### src/rtl/song_playback_sequencer_if.sv
// Bundle between the music box state controller and the song playback sequencer.
interface song_playback_sequencer_if;
    logic [4:0] input_State;
    logic [5:0] output_NoteKey;
    logic       output_NoteValid;
    logic       output_SongDone;
    logic       output_Busy;
    logic [3:0] output_NoteIndex;

    modport master (
        output input_State,
        input  output_NoteKey,
        input  output_NoteValid,
        input  output_SongDone,
        input  output_Busy,
        input  output_NoteIndex
    );

    modport slave (
        input  input_State,
        output output_NoteKey,
        output output_NoteValid,
        output output_SongDone,
        output output_Busy,
        output output_NoteIndex
    );
endinterface

### src/rtl/song_playback_sequencer.sv
// Plays a song from an internal note ROM while the controller holds PlaySong0/PlaySong1,
// timing each note and inter-note gap in duration ticks and pulsing SongDone at the terminator.
module song_playback_sequencer #(
    parameter int unsigned TICK_DIV = 3125000
) (
    input logic                      clock_50Mhz,
    input logic                      reset_n,
    song_playback_sequencer_if.slave bus
);

    localparam int unsigned TW = (TICK_DIV > 1) ? $clog2(TICK_DIV) : 1;
    localparam logic [TW-1:0] TICK_LAST = TW'(TICK_DIV - 1);

    typedef enum logic [2:0] {IDLE, LOAD, PLAY, GAP, DONE} state_t;

    state_t        state_q;
    state_t        state_d;
    logic [TW-1:0] tick_cnt_q;
    logic [3:0]    dur_cnt_q;
    logic [3:0]    index_q;
    logic [5:0]    key_q;
    logic [4:0]    song_state_q;
    logic          done_seen_q;
    logic          tick;
    logic          state_changed;
    logic          song_req;
    logic [9:0]    rom_entry;

    // Entry layout {key[5:0], dur[3:0]}; dur==0 terminates the song.
    function automatic logic [9:0] rom_read(input logic song_sel, input logic [3:0] idx);
        logic [9:0] e;
        e = '0;
        if (!song_sel) begin
            case (idx)
                4'd0:    e = {6'd5, 4'd2};
                4'd1:    e = {6'd7, 4'd2};
                4'd2:    e = {6'd9, 4'd4};
                default: e = '0;
            endcase
        end else begin
            case (idx)
                4'd0:    e = {6'd12, 4'd1};
                4'd1:    e = {6'd10, 4'd1};
                4'd2:    e = {6'd8,  4'd1};
                4'd3:    e = {6'd7,  4'd3};
                default: e = '0;
            endcase
        end
        return e;
    endfunction

    assign tick          = (tick_cnt_q == TICK_LAST);
    assign state_changed = (bus.input_State != song_state_q);
    assign song_req      = (bus.input_State == 5'd1) || (bus.input_State == 5'd2);
    assign rom_entry     = rom_read(song_state_q == 5'd2, index_q);

    always_ff @(posedge clock_50Mhz or negedge reset_n) begin
        if (!reset_n) begin
            state_q <= IDLE;
        end else begin
            state_q <= state_d;
        end
    end

    always_comb begin
        state_d = state_q;
        case (state_q)
            IDLE: if (song_req) state_d = LOAD;
            LOAD: begin
                if (state_changed)               state_d = IDLE;
                else if (rom_entry[3:0] == 4'd0) state_d = DONE;
                else                             state_d = PLAY;
            end
            PLAY: begin
                if (state_changed)                   state_d = IDLE;
                else if (tick && dur_cnt_q == 4'd1)  state_d = GAP;
            end
            GAP: begin
                if (state_changed)  state_d = IDLE;
                else if (tick)      state_d = (index_q == 4'd15) ? DONE : LOAD;
            end
            DONE: if (state_changed) state_d = IDLE;
            default: state_d = IDLE;
        endcase
    end

    always_ff @(posedge clock_50Mhz or negedge reset_n) begin
        if (!reset_n) begin
            tick_cnt_q   <= '0;
            dur_cnt_q    <= '0;
            index_q      <= '0;
            key_q        <= '0;
            song_state_q <= '0;
            done_seen_q  <= 1'b0;
        end else begin
            done_seen_q <= (state_q == DONE);
            case (state_q)
                IDLE: begin
                    if (state_d == LOAD) begin
                        song_state_q <= bus.input_State;
                        index_q      <= '0;
                    end
                end
                LOAD: begin
                    key_q     <= rom_entry[9:4];
                    dur_cnt_q <= rom_entry[3:0];
                end
                PLAY: if (tick) dur_cnt_q <= dur_cnt_q - 4'd1;
                GAP:  if (state_d == LOAD) index_q <= index_q + 4'd1;
                default: ;
            endcase
            // Tick phase restarts at every note so each note and gap gets whole ticks.
            if (state_q == PLAY || state_q == GAP) begin
                tick_cnt_q <= tick ? '0 : tick_cnt_q + 1'b1;
            end else begin
                tick_cnt_q <= '0;
            end
        end
    end

    assign bus.output_NoteValid = (state_q == PLAY);
    assign bus.output_NoteKey   = (state_q == PLAY) ? key_q : 6'd0;
    assign bus.output_Busy      = (state_q == LOAD) || (state_q == PLAY) || (state_q == GAP);
    assign bus.output_SongDone  = (state_q == DONE) && !done_seen_q;
    assign bus.output_NoteIndex = index_q;

endmodule

### src/flat_wrapper.sv
// flat-port wrapper written by rule: the top's interface ports become plain ports
module song_playback_sequencer_flat 
#(
    parameter int unsigned TICK_DIV = 3125000
)
  (clock_50Mhz, reset_n, bus_input_State, bus_output_NoteKey, bus_output_NoteValid, bus_output_SongDone, bus_output_Busy, bus_output_NoteIndex);
  song_playback_sequencer_if bus_i ();
  input logic clock_50Mhz;
  input logic reset_n;
  input wire logic [$bits(bus_i.input_State)-1:0] bus_input_State;
  output wire logic [$bits(bus_i.output_NoteKey)-1:0] bus_output_NoteKey;
  output wire logic [$bits(bus_i.output_NoteValid)-1:0] bus_output_NoteValid;
  output wire logic [$bits(bus_i.output_SongDone)-1:0] bus_output_SongDone;
  output wire logic [$bits(bus_i.output_Busy)-1:0] bus_output_Busy;
  output wire logic [$bits(bus_i.output_NoteIndex)-1:0] bus_output_NoteIndex;
  assign bus_i.input_State = bus_input_State;
  assign bus_output_NoteKey = bus_i.output_NoteKey;
  assign bus_output_NoteValid = bus_i.output_NoteValid;
  assign bus_output_SongDone = bus_i.output_SongDone;
  assign bus_output_Busy = bus_i.output_Busy;
  assign bus_output_NoteIndex = bus_i.output_NoteIndex;
  song_playback_sequencer #(.TICK_DIV(TICK_DIV)) u_core (.clock_50Mhz(clock_50Mhz), .reset_n(reset_n), .bus(bus_i));
endmodule
### config.mk
export PLATFORM = sky130hd
export DESIGN_NAME = song_playback_sequencer_flat
export DESIGN_NICKNAME = d
export VERILOG_FILES = /design/src/rtl/song_playback_sequencer_if.sv /design/src/rtl/song_playback_sequencer.sv /design/src/flat_wrapper.sv
export SDC_FILE = /design/constraint.sdc
export NUM_CORES = 1
export LEC_CHECK = 0
export ABC_CLOCK_PERIOD_IN_PS = 2700
export CAP_MARGIN = 0
export CELL_PAD_IN_SITES_DETAIL_PLACEMENT = 0
export CELL_PAD_IN_SITES_GLOBAL_PLACEMENT = 1
export CORE_MARGIN = 2
export CORE_UTILIZATION = 45
export DETAILED_ROUTE_END_ITERATION = 8
export PLACE_DENSITY_LB_ADDON = 0.1
export SYNTH_ARGS = -nofsm -noshare
export SYNTH_HDL_FRONTEND = slang
export SYNTH_SLANG_ARGS = --single-unit
### constraint.sdc
create_clock -name clock_50Mhz -period 2.7 [get_ports clock_50Mhz]
set_clock_uncertainty 0.1 [all_clocks]
set_input_delay 0.54 -clock clock_50Mhz [delete_from_list [all_inputs] [get_ports clock_50Mhz]]
set_output_delay 0.54 -clock clock_50Mhz [all_outputs]
set_load 0.03 [all_outputs]
==> impl_metrics.ini <==
[route]
vias = 1879
dr.pass1.iters = 4
postRouteAntennaNets = 0
routed_wirelength_um = 4870
initialDrtViolationCount = 68
vias_per_cell = 5.31
drc = 0
routedWlPerCell_um = 13.8

[global_route]
grt-ovfl-total = 0
grt_max_degree = 23
grtUsageTotal = 0.180
first_global_vias = 1781
antenna_found_initial = 0
grt_pass1_wl_um = 8560

[setup_path]
critical_path.top_delay_family = buffers and inverters
crit_path_max_fanout = 12
path_class = register to primary output
crit_path_cell_trace = nor3b_4, buf_4, clkdlybuf4s50_1
cp_slowest_stage_delay_ns = 0.67
r2r_cells = 7
crit_slowest_cell = clkdlybuf4s50_1
cp_data_required_time_ns = 2.06
worstPathArrival_ns = 1.92
worstSetupStartpointType = register
critPathCaptureType = primary output
cp.depth = 3
crit_buf_inv = 2

[clocking]
cts_buffers = 5
clkSinkCount = 43
cts_root_buffer = clkbuf_8
htreeDepth = 2
holdBufCountCts = 0
clock_latency_ns = 0.28
cts_max_path_buffers = 2
path_clk_slew_ns = 0.08
cts_tree = yes

[placed_design]
detailedPlace.worstSlack_ns = 0.338
place.port_buffers = 17
gp_congestion = 0.815
hpwl_um = 3680

[timing]
rsz0062_at_grt = no
finalHoldViolCount = 0
setup_slack_ns = 0.142
tns_ns = 0
finalMaxSlewViolations = 0
max_clock_freq_ghz = 0.391
setup_viol = 0
min_period_over_period = 0.947
fin_crit_ns = 2.56

[power_and_ir_drop]
power_mw = 1.26
leakagePower_nw = 1.20
powerDensity_nw_per_um2 = 453
peakVddDrop_uv = 264

[floorplanning]
core-area_um2 = 5140
fp.dieH_um = 77.4
ios = 20
die_w_um = 77.4
initial_core_util = 0.471
dieArea_um2 = 5990
num_rows = 26

[run]
drv_cap = 0

[logic_synthesis]
synthesis.instances = 258
synth_ff_type = dfrtp_1
ys_async_sr_fraction = 1.00
synth.distinct_cells = 47
synth_seq_cells = 43
postSynthAreaPerCell_um2 = 9.39
syn_area_um2 = 2420
yosysWarnings = 0
yosysSeqAreaShare = 0.444
synth_edf_count = 0

[min_path]
hold_class = primary input to async pin

[layout]
fillers = 514
diodes = 0
drive_gt1_frac = 0.116
area_growth_pct = 14.9
fin_nets = 299

[outcome]
outcome = complete, no violations
state kept, by name (all words and copies together) (netlist names):
register                     flops
u_core.tick_cnt_q               22
u_core.song_state_q              5
u_core.bus.output_NoteIndex      4
u_core.dur_cnt_q                 4
u_core.key_q                     4
u_core.state_q                   3
u_core.done_seen_q               1
kinds of logic (layout without fill, tap and decap cells):
family / Yosys count / count (layout) / share of synthesized area
simple gates: 130 / 130 / 0.301
flops: 43 / 43 / 0.444
compound gates: 29 / 29 / 0.0713
xor+xnor: 27 / 27 / 0.0976
buf+inv: 18 / 43 / 0.0356
fa+ha+maj: 7 / 7 / 0.0362
mux: 3 / 3 / 0.0129
other cells: 1 / 2 / 0.00155
power breakdown:
group	internal [mW]	switching (mW)	leakage (nW)
registers	0.685	0.0329	0.581
logic	0.0741	0.0962	0.581
clock network	0.173	0.201	0.0371
total	0.932	0.330	1.20
cell type report:
cell class,count,area (um^2),area share
multi-input combinational,198,1260,0.454
sequential,43,1080,0.387
timing repair buffer,28,250,0.0899
tap,70,87.6,0.0315
clock buffer,6,72.6,0.0261
inverter,9,33.8,0.0121
through the flow:
stage,utilization,hold WS (ns),area [um^2],std cells
floorplan,-,0.144,2430,259
global placement,0.524,0.364,2690,346
detailed placement,0.524,0.370,2690,346
CTS,0.538,0.128,2770,352
global route,0.542,0.145,2780,354
finish,0.542,0.120,2780,354
metal layers:
metal	track usage	routed length, um	up-vias
met5	0	0	-
met1	0.272	2620	908
li1	-	-	933
met3	0.0279	138	5
met2	0.265	2070	33
met4	0.0536	45	0
timing repair:
action / CTS / global route
endpoints found under the setup margin: 0 / 4
resized for setup: 0 / 1
setup buffers: 0 / 2
cell usage after synthesis (all sizes together), types with 5 or more instances:
| cell | count | share of area |
|---|---|---|
| o21ai | 9 | 0.020 |
| ha | 7 | 0.036 |
| and2 | 8 | 0.021 |
| nand2 | 26 | 0.040 |
| nand4 | 9 | 0.029 |
| inv | 9 | 0.014 |
| xnor2 | 11 | 0.040 |
| clkbuf | 5 | 0.0088 |
| dfrtp | 43 | 0.44 |
| nand3 | 16 | 0.033 |
| nor4 | 5 | 0.018 |
| a21oi | 11 | 0.024 |
| nor2 | 38 | 0.060 |
| xor2 | 16 | 0.058 |
final timing paths:
| path | startpoint | end | slack [ns] |
|---|---|---|---|
| max | u_core.state_q[0] | bus_output_NoteValid | 0.14 |
| min in group clock_50Mhz | u_core.key_q[3] | u_core.key_q[3] | 0.38 |
| min | reset_n | u_core.tick_cnt_q[17] | 0.12 |
| max reg2reg | u_core.tick_cnt_q[0] | u_core.bus.output_NoteIndex[2] | 0.39 |
| max in group asynchronous | reset_n | u_core.done_seen_q | 2.14 |
| min reg2reg | u_core.key_q[3] | u_core.key_q[3] | 0.38 |
placed cells by master, fill, tap and decap left out, drive strengths merged, types with 6 or more instances in the layout:
cell type       n
ha              7
clkbuf          6
nand2          26
nand3          16
buf            12
dfrtp          43
inv             9
and2            8
nand4           9
o21ai           9
nor2           38
a21oi          11
xor2           16
clkdlybuf4s50  15
xnor2          11
Note: power is estimated with default switching activity, not from simulation.
==> patch: new RTL, same flow settings <==
Encoding of `state_t`: now Gray code (3 bits for 5 states).
--- a/src/rtl/song_playback_sequencer.sv
+++ b/src/rtl/song_playback_sequencer.sv
@@ -11,7 +11,7 @@
     localparam int unsigned TW = (TICK_DIV > 1) ? $clog2(TICK_DIV) : 1;
     localparam logic [TW-1:0] TICK_LAST = TW'(TICK_DIV - 1);
 
-    typedef enum logic [2:0] {IDLE, LOAD, PLAY, GAP, DONE} state_t;
+    typedef enum logic [2:0] {IDLE = 3'b000, LOAD = 3'b001, PLAY = 3'b011, GAP = 3'b010, DONE = 3'b110} state_t;
 
     state_t        state_q;
     state_t        state_d;
Behaviour: same outputs for any inputs over 10 cycles, from zero or initial values and one cycle with reset_n low; not proved beyond that.
==> patch against the original RTL <==
  * The flow now finishes with violations (negative setup slack)
  * Critical path depth is 3 higher
  * Critical path type is now reg -> reg
  * Utilization is 5.0 points higher
  * Largest cell class unchanged
  * Register-to-register slack got worse by 0.69 ns
  * Sequential cell count did not move
  * Largest power group unchanged
  * Area after synthesis is 4.8% lower
  * Critical endpoint is now u_core.bus.output_NoteIndex[2]
  * Design area grew 6.4%
  * Wire length grew 1.0%
  * Total power up 26%
  * Worst setup slack worse by 0.44 ns
  * Highest routed layer unchanged
==> patch: results (changes against the original RTL) <==
POWER AND IR DROP
------------------------------------------------------------------------------
Switching power as a share of total power                                26.6%   +0.45 points
Power after layout                                                     1.60 mW   +26%
Max VDD drop                                                        0.000295 V   +12%
Total combinational power                                             0.267 mW   +57%

TIMING
------------------------------------------------------------------------------
Min setup slack post-route                                           -0.301 ns   -0.444 ns
Total setup violations reported at the end of the flow                       4   +4

CRITICAL PATH
------------------------------------------------------------------------------
Gate family responsible for the most delay along the worst path   simple AND/OR/NAND/NOR gates
CP max stage cell                                                 sky130_fd_sc_hd__or4_4
Launch point of the worst path                                    u_core.tick_cnt_q[3]
Largest stage delay, worst path                                        0.57 ns   -0.10 ns
Worst endpoint data arrival time                                       3.12 ns   +1.20 ns
Cell depth of the worst flop-to-flop path                                    6   -1

GLOBAL ROUTE
------------------------------------------------------------------------------
Largest net degree at the start of global routing                           29   +26%
Aggregate global-route resource usage                                    19.3%   +1.4 points
Wire length of the first global-routing pass                           8220 µm   -4.0%
Met1 usage in global routing                                             29.4%   +2.2 points
Number of global-route vias before repair                                 1751   -1.7%

SYNTHESIS
------------------------------------------------------------------------------
Largest cells by area after synthesis                             sky130_fd_sc_hd__dfrtp_1 47%, sky130_fd_sc_hd__nor2_1 7.3%, sky130_fd_sc_hd__xor2_1 7.2%
Area fraction in compound gates after synthesis                          8.95%   +1.8 points
XOR/XNOR Fraction of Synth Area                                          10.3%   +0.49 points
Synth top cells by count                                          45 x sky130_fd_sc_hd__nor2_1, 43 x sky130_fd_sc_hd__dfrtp_1, 19 x sky130_fd_sc_hd__xor2_1
Seq/Total Area, Yosys                                                    46.7%   +2.2 points
Multiplexer share of the synthesized area                                1.84%   +0.55 points
Synth unique cells                                                          45   -4.3%
Cells after synthesis                                                      247   -4.3%

PLACE
------------------------------------------------------------------------------
Estimated wirelength of the detail-placed design                       3610 µm   -2.1%
Placed Cells incl. Taps                                                    358   +3.5%
Routability congestion estimate                                          0.763   -6.4%
Post-DP Area                                                       0.00277 mm²   +2.9%

STATUS
------------------------------------------------------------------------------
Failing checks                                                    negative setup slack
Outcome                                                           finished, violations left

FINISH
------------------------------------------------------------------------------
Final Net Count                                                            312   +4.3%
Fill cell instance count of the final layout                               462   -10%

DRT
------------------------------------------------------------------------------
Post-detailed-route via-to-cell ratio                                     5.02   -5.4%
Total met2 wirelength after detailed routing                           2110 µm   +1.9%
Routed length per instance                                             13.3 µm   -3.1%
Routed wl met3                                                          131 µm   -5.1%
Starting DRT DRC Count                                                     103   +51%
Wl on met1                                                             2640 µm   +0.99%

CLOCK NETWORK
------------------------------------------------------------------------------
Number of instances resized during post-cts repair                           2   +2
# Post-CTS Setup Buffers                                                     2   +2

[patch: changes by cell type in the layout (fill, tap and decap cells not counted), moves of 5 or more]
cell and delta:
sky130_fd_sc_hd__inv_1 +5, sky130_fd_sc_hd__buf_4 +21, sky130_fd_sc_hd__nor2_1 +7, sky130_fd_sc_hd__nand2_1 -10, sky130_fd_sc_hd__o21ai_0 -6
[patch: stage by stage]
| stage | hold slack [ns] | setup slack (ns) | util [%] |
|---|---|---|---|
| 6_report | 0.0442 | -0.301 | 59.1 |
| 5_1_grt | 0.0597 | -0.354 | 59.1 |
| 4_1_cts | 0.0456 | -0.313 | 58.5 |
| 3_5_place_dp | 0.374 | -0.266 | 55.3 |
| 3_3_place_gp | 0.376 | -0.235 | 55.3 |
| 2_1_floorplan | 0.144 | -0.225 | - |
[patch: layout make-up]
type,count,share of cell area (%)
timing repair buffer,51,15.2
multi-input combinational,183,39.2
inverter,14,1.77
clock inverter,3,2.28
sequential,43,36.3
clock buffer,5,2.32
tap,70,2.96
